$ cat config.mk
export PLATFORM = sky130hd
export DESIGN_NAME = reset_request_initiator_flat
export DESIGN_NICKNAME = d
export VERILOG_FILES = /design/src/rtl/reset_request_initiator_pkg.sv /design/src/rtl/reset_request_initiator_if.sv /design/src/rtl/bit_synchronizer.sv /design/src/rtl/reset_request_initiator.sv /design/src/flat_wrapper.sv
export SDC_FILE = /design/constraint.sdc
export NUM_CORES = 1
export LEC_CHECK = 0
export ABC_AREA = 1
export BUFFER_PORTS_ARGS = -buffer_cell sky130_fd_sc_hd__buf_2
export CORE_ASPECT_RATIO = 1.25
export CORE_MARGIN = 2
export CORE_UTILIZATION = 55
export CTS_BUF_LIST = sky130_fd_sc_hd__clkbuf_16
export DETAILED_ROUTE_END_ITERATION = 10
export HOLD_SLACK_MARGIN = 0.03
export PLACE_DENSITY = 0.7
export RECOVER_POWER = 25
export SYNTH_ARGS = -nofsm -noshare
export SYNTH_HDL_FRONTEND = slang
export SYNTH_SLANG_ARGS = --single-unit
export TNS_END_PERCENT = 30
$ cat constraint.sdc
create_clock -name source_clk -period 2 [get_ports source_clk]
set_clock_uncertainty 0.15 [all_clocks]
set_input_delay 0.4 -clock source_clk [delete_from_list [all_inputs] [get_ports source_clk]]
set_output_delay 0.4 -clock source_clk [all_outputs]
set_load 0.005 [all_outputs]
$ cat src/rtl/reset_request_initiator_pkg.sv
// Shared types and default constants for the reset request initiator.
package reset_request_initiator_pkg;

  typedef enum logic [1:0] {
    RRI_IDLE,
    RRI_ASSERT,
    RRI_RELEASE
  } rri_state_e;

  localparam int RRI_SYNC_DEPTH = 3;
  localparam int RRI_MIN_ASSERT = 16;
  localparam int RRI_TIMEOUT    = 1024;

endpackage

$ cat src/rtl/reset_request_initiator_if.sv
// Handshake bundle between a reset requester, this initiator and the target domain.
// master: the initiator side. slave: requester / target side.
interface reset_request_initiator_if;
  logic reset_req;
  logic target_rst_ack;
  logic target_rst_req;
  logic busy;
  logic done;
  logic timeout;

  modport master (
    input  reset_req, target_rst_ack,
    output target_rst_req, busy, done, timeout
  );

  modport slave (
    output reset_req, target_rst_ack,
    input  target_rst_req, busy, done, timeout
  );
endinterface

$ cat src/rtl/bit_synchronizer.sv
// Multi-flop synchronizer for a single asynchronous bit, reset to 0.
module bit_synchronizer #(
  parameter int DEPTH = 3
) (
  input  logic source_clk,
  input  logic source_rst,
  input  logic d,
  output logic q
);

  logic [DEPTH-1:0] sync_q;

  // Shift the asynchronous input through DEPTH flops.
  always_ff @(posedge source_clk or posedge source_rst) begin
    if (source_rst) sync_q <= '0;
    else            sync_q <= {sync_q[DEPTH-2:0], d};
  end

  assign q = sync_q[DEPTH-1];

endmodule

$ cat src/rtl/reset_request_initiator.sv
// Source-domain initiator of a four-phase reset handshake. Holds target_rst_req
// for at least MIN_ASSERT_CYCLES and until the synchronized ack arrives, then
// waits for the ack to drop. Each phase is bounded by TIMEOUT_CYCLES.
module reset_request_initiator
  import reset_request_initiator_pkg::*;
#(
  parameter int SYNC_DEPTH        = RRI_SYNC_DEPTH,
  parameter int MIN_ASSERT_CYCLES = RRI_MIN_ASSERT,
  parameter int TIMEOUT_CYCLES    = RRI_TIMEOUT
) (
  input logic                        source_clk,
  input logic                        source_rst,
  reset_request_initiator_if.master  rif
);

  localparam int CNT_WIDTH = $clog2(TIMEOUT_CYCLES + 1);
  localparam logic [CNT_WIDTH-1:0] MIN_LAST = CNT_WIDTH'(MIN_ASSERT_CYCLES - 1);
  localparam logic [CNT_WIDTH-1:0] TO_LAST  = CNT_WIDTH'(TIMEOUT_CYCLES - 1);
  localparam logic [CNT_WIDTH-1:0] CNT_MAX  = CNT_WIDTH'(TIMEOUT_CYCLES);

  if (SYNC_DEPTH < 2 || MIN_ASSERT_CYCLES < 1 || TIMEOUT_CYCLES <= MIN_ASSERT_CYCLES) begin : g_param_err
    $error("reset_request_initiator: illegal parameters SYNC_DEPTH=%0d MIN_ASSERT_CYCLES=%0d TIMEOUT_CYCLES=%0d",
           SYNC_DEPTH, MIN_ASSERT_CYCLES, TIMEOUT_CYCLES);
  end

  rri_state_e           state_q;
  logic [CNT_WIDTH-1:0] cnt_q, cnt_d;
  logic                 req_q, busy_q, done_q, timeout_q;
  logic                 ack_s;

  bit_synchronizer #(.DEPTH(SYNC_DEPTH)) u_ack_sync (
    .source_clk (source_clk),
    .source_rst (source_rst),
    .d          (rif.target_rst_ack),
    .q          (ack_s)
  );

  // Phase counter increment, saturating so a stuck phase never wraps.
  always_comb begin
    cnt_d = (cnt_q == CNT_MAX) ? cnt_q : cnt_q + 1'b1;
  end

  // Handshake FSM with registered outputs; reset lands in ASSERT so power-on
  // drives a full sequence without any reset_req.
  always_ff @(posedge source_clk or posedge source_rst) begin
    if (source_rst) begin
      state_q   <= RRI_ASSERT;
      req_q     <= 1'b1;
      busy_q    <= 1'b1;
      done_q    <= 1'b0;
      timeout_q <= 1'b0;
      cnt_q     <= '0;
    end else begin
      done_q <= 1'b0;
      case (state_q)
        RRI_IDLE: begin
          if (rif.reset_req) begin
            state_q   <= RRI_ASSERT;
            req_q     <= 1'b1;
            busy_q    <= 1'b1;
            timeout_q <= 1'b0;
            cnt_q     <= '0;
          end
        end
        RRI_ASSERT: begin
          // An ack on the final cycle still wins over the timeout.
          if (cnt_q >= MIN_LAST && ack_s) begin
            state_q <= RRI_RELEASE;
            req_q   <= 1'b0;
            cnt_q   <= '0;
          end else if (cnt_q == TO_LAST) begin
            state_q   <= RRI_RELEASE;
            req_q     <= 1'b0;
            timeout_q <= 1'b1;
            cnt_q     <= '0;
          end else begin
            cnt_q <= cnt_d;
          end
        end
        RRI_RELEASE: begin
          if (!ack_s) begin
            state_q <= RRI_IDLE;
            busy_q  <= 1'b0;
            done_q  <= !timeout_q;
            cnt_q   <= '0;
          end else if (cnt_q == TO_LAST) begin
            state_q   <= RRI_IDLE;
            busy_q    <= 1'b0;
            timeout_q <= 1'b1;
            cnt_q     <= '0;
          end else begin
            cnt_q <= cnt_d;
          end
        end
        default: begin
          state_q <= RRI_IDLE;
          req_q   <= 1'b0;
          busy_q  <= 1'b0;
          cnt_q   <= '0;
        end
      endcase
    end
  end

  assign rif.target_rst_req = req_q;
  assign rif.busy           = busy_q;
  assign rif.done           = done_q;
  assign rif.timeout        = timeout_q;

endmodule

$ cat src/flat_wrapper.sv
// flat-port wrapper written by rule: the top's interface ports become plain ports
module reset_request_initiator_flat import reset_request_initiator_pkg::*;
#(
  parameter int SYNC_DEPTH        = RRI_SYNC_DEPTH,
  parameter int MIN_ASSERT_CYCLES = RRI_MIN_ASSERT,
  parameter int TIMEOUT_CYCLES    = RRI_TIMEOUT
)
  (source_clk, source_rst, rif_reset_req, rif_target_rst_ack, rif_target_rst_req, rif_busy, rif_done, rif_timeout);
  reset_request_initiator_if rif_i ();
  input logic source_clk;
  input logic source_rst;
  input wire logic [$bits(rif_i.reset_req)-1:0] rif_reset_req;
  input wire logic [$bits(rif_i.target_rst_ack)-1:0] rif_target_rst_ack;
  output wire logic [$bits(rif_i.target_rst_req)-1:0] rif_target_rst_req;
  output wire logic [$bits(rif_i.busy)-1:0] rif_busy;
  output wire logic [$bits(rif_i.done)-1:0] rif_done;
  output wire logic [$bits(rif_i.timeout)-1:0] rif_timeout;
  assign rif_i.reset_req = rif_reset_req;
  assign rif_i.target_rst_ack = rif_target_rst_ack;
  assign rif_target_rst_req = rif_i.target_rst_req;
  assign rif_busy = rif_i.busy;
  assign rif_done = rif_i.done;
  assign rif_timeout = rif_i.timeout;
  reset_request_initiator #(.SYNC_DEPTH(SYNC_DEPTH), .MIN_ASSERT_CYCLES(MIN_ASSERT_CYCLES), .TIMEOUT_CYCLES(TIMEOUT_CYCLES)) u_core (.source_clk(source_clk), .source_rst(source_rst), .rif(rif_i));
endmodule
==> qor.txt <==
Fill cells -> 198
Startpoint Class -> register
Top Ports -> 8
Max Slew Vio Count -> 0
setup TNS -> 0 ns
Psw -> 0.550 mW
Initial Utilization -> 58.2%
crit-path max cell delay -> 0.56 ns
CP max-delay cell -> dfstp_2
Seq/Total Area, Yosys -> 39.2%
Synth Register Bits -> 20
Sw Share -> 34.0%
Comb power frac -> 33.9%
VDD IR max -> 0.000584 V
NumNets Final -> 192
clk_lat worst skew -> 0.25 ns
Critical Path End Type -> register
RSZ-0062 raised after global routing -> false
Slew HR -> 66.8%
full die area -> 2750 µm²
wire per inst -> 12.0 µm
crit path max fanout -> 4
static leakage power -> 0.795 nW
sequential power share -> 32.3%
CP cell instances -> inv_1 -> ha_1 -> inv_1 -> nor2_1 -> nor2_2 -> inv_1 -> a21oi_1 -> nand3_2 -> nand2_1
die width -> 47.3 µm
DRT iter0 DRCs -> 32
post-synthesis simple-gate area fraction -> 41.5%
mux contribution to synthesized area -> 0%
syn avg cell area -> 7.62 µm²
Arr. time, crit path -> 1.82 ns
outcome -> completed
Synth Area in Adders -> 5.83%
Post-DP HPWL -> 1830 µm
area of the multi-input gates -> 674 µm²
Root Driver -> clkbuf_16
CTS clk-pin slew, worst paths -> 0.06 ns
fin crit share -> 89.1%
input/output buffers -> 7
Max Cap Violations -> 0
yosys warns -> 0
H-tree depth -> 1
Routed WL -> 2540 µm
main combinational cell family by area after synthesis -> simple AND/OR/NAND/NOR gates
CTS Buffer Depth -> 2
Synth Net Count -> 179
critical path's top delay family -> flip-flops
cts bufs inserted -> 3
Final Setup Violations -> 0
final hold vios -> 0
via count -> 1109
xor/xnor cell area share of the yosys netlist -> 3.40%
drt pass-1 iters -> 4
final worst path period need -> 1.78 ns
DRC Markers -> 0
fraction of layout cells with a size suffix above 1 -> 18.8%
post-synthesis compound-gate area fraction -> 1.65%
GPL Wtd Cong -> 0.882
largest net degree at the start of global routing -> 21
internal power -> 1.07 mW
Worst Hold Class -> in2reg
first-pass GRT wire length -> 4260 µm
Worst-Margin Slew -> 0.497 ns
diode count -> 0
Sequential Area -> 504 µm²
postcts setup bufs -> 0
clock sinks -> 20
core area -> 2210 µm²
Syn Inst Count -> 169
Design Area, Final -> 1470 µm²
Power per Cell Area -> 1100 nW/µm²
Area Growth Syn to Fin -> 14.5%
clock share of power -> 33.7%
initial antenna violation count -> 0
vias in the first global route -> 1061
WS Path Type -> reg2reg
GR Overflow Total -> 0
CTS tree -> yes
GRT Overall Usage -> 21.5%
die height -> 58.1 µm
Netlist Area Pre-Place -> 1290 µm²
f_max -> 561 MHz
dpl cell area -> 1360 µm²
CP most frequent cell -> inv_1
Vias/cell -> 5.23
WP buf/inv -> 3
post-synth cell types -> 24
Critical Path RT -> 2.04 ns
Rows -> 19
Antenna Nets Post-Route -> 0
[timing repair]
item / 4_1_cts / 5_1_grt
hold endpoints to repair: 17 / 0
resized for setup: 0 / 0
hold buffers: 1 / 0
[through the flow]
stage	cells	hold slack [ns]	util (%)	setup WS, ns	total power, mW
after floorplan	169	0.181	-	0.310	0.940
after global placement	207	0.182	61.6	0.262	1.07
after detailed placement	207	0.186	61.6	0.235	1.08
after CTS	212	0.104	66.8	0.218	1.63
after global routing	212	0.0941	66.7	0.0550	1.72
final	212	0.102	66.7	0.219	1.62
[metal layers]
metal  share of wire (%)  vias up  wire length (µm)  track usage (%)
met3                 3.1       10                78             3.43
met1                  40      512              1010             22.6
li1                    -      557                 -                -
met2                  54       30              1380             38.6
met4                 2.8        0                72             11.1
met5                   0        -                 0                0
[power by group through the flow]
stage | sequential [mW] | combinational, mW | clock (mW)
final | 0.523 | 0.549 | 0.546
after detailed placement | 0.529 | 0.550 | 0
after CTS | 0.523 | 0.553 | 0.554
after global placement | 0.528 | 0.546 | 0
after global routing | 0.529 | 0.615 | 0.579
after floorplan | 0.525 | 0.416 | 0
[worst register-to-register path, delay by kind of cell (launching register included)]
kind,cells,cell delay (ns)
compound gates,1,0.17
fa+ha+maj,1,0.24
buf+inv,3,0.21
flops,1,0.56
simple gates,4,0.40
[registers in the layout (all words and copies together) (netlist names)]
| signal | cells |
|---|---|
| u_core.cnt_q | 11 |
| u_core.u_ack_sync.sync_q | 3 |
| u_core.state_q | 2 |
| u_core.rif.busy | 1 |
| u_core.rif.done | 1 |
| u_core.rif.target_rst_req | 1 |
| u_core.rif.timeout | 1 |
[placed cells by master, fill, tap and decap left out, types with 4 or more instances in the layout]
| master | netlist | layout |
|---|---|---|
| nor2_1 | 13 | 13 |
| nand4_1 | 6 | 6 |
| nand2_2 | 4 | 4 |
| dfrtp_1 | 17 | 17 |
| nand3_1 | 18 | 18 |
| buf_2 | 0 | 7 |
| xor2_1 | 5 | 5 |
| nand3_2 | 5 | 5 |
| nor3_1 | 5 | 5 |
| nand2_1 | 50 | 50 |
| ha_1 | 6 | 6 |
| inv_1 | 21 | 21 |
[cells in the mapped netlist, drive strengths merged]
cell | instances | area [µm²]
dfrtp | 17 | 425
a21oi | 2 | 10.0
or2 | 1 | 6.26
clkbuf | 1 | 3.75
inv | 23 | 86.3
ha | 6 | 75.1
nor2 | 16 | 72.6
dfstp | 3 | 78.8
xor2 | 5 | 43.8
nand4 | 6 | 37.5
buf | 2 | 18.8
o21ai | 1 | 5.00
nand3 | 24 | 158
nor3 | 5 | 25.0
nand2 | 56 | 235
a31oi | 1 | 6.26
[cells by family (layout without fill, tap and decap cells)]
group	Yosys count	after routing
fa+ha+maj	6	6
xor+xnor	5	5
flops	20	20
compound gates	4	4
simple gates	108	108
buf+inv	26	38
[area by class of cell]
type / count / share of cell area [%]
multi-input combinational: 123 / 45.8
sequential: 20 / 34.2
inverter: 23 / 5.86
clock buffer: 3 / 5.09
timing repair buffer: 11 / 4.41
tap: 31 / 2.63
clock inverter: 1 / 2.04
[worst paths after layout]
path / startpoint / endpoint / slack, ns / cells after the start
worst max-delay path: u_core.state_q[0] / u_core.cnt_q[1] / 0.22 / 9
max in group asynchronous: source_rst / u_core.state_q[0] / 0.69 / 4
worst max register to register: u_core.state_q[0] / u_core.cnt_q[1] / 0.22 / 9
worst min-delay path: rif_target_rst_ack / u_core.u_ack_sync.sync_q[0] / 0.10 / 1
worst min register to register: u_core.u_ack_sync.sync_q[1] / u_core.u_ack_sync.sync_q[2] / 0.20 / 0
min in group asynchronous: source_rst / u_core.cnt_q[0] / 0.65 / 4
No activity file was read; power rests on OpenSTA's default activity.
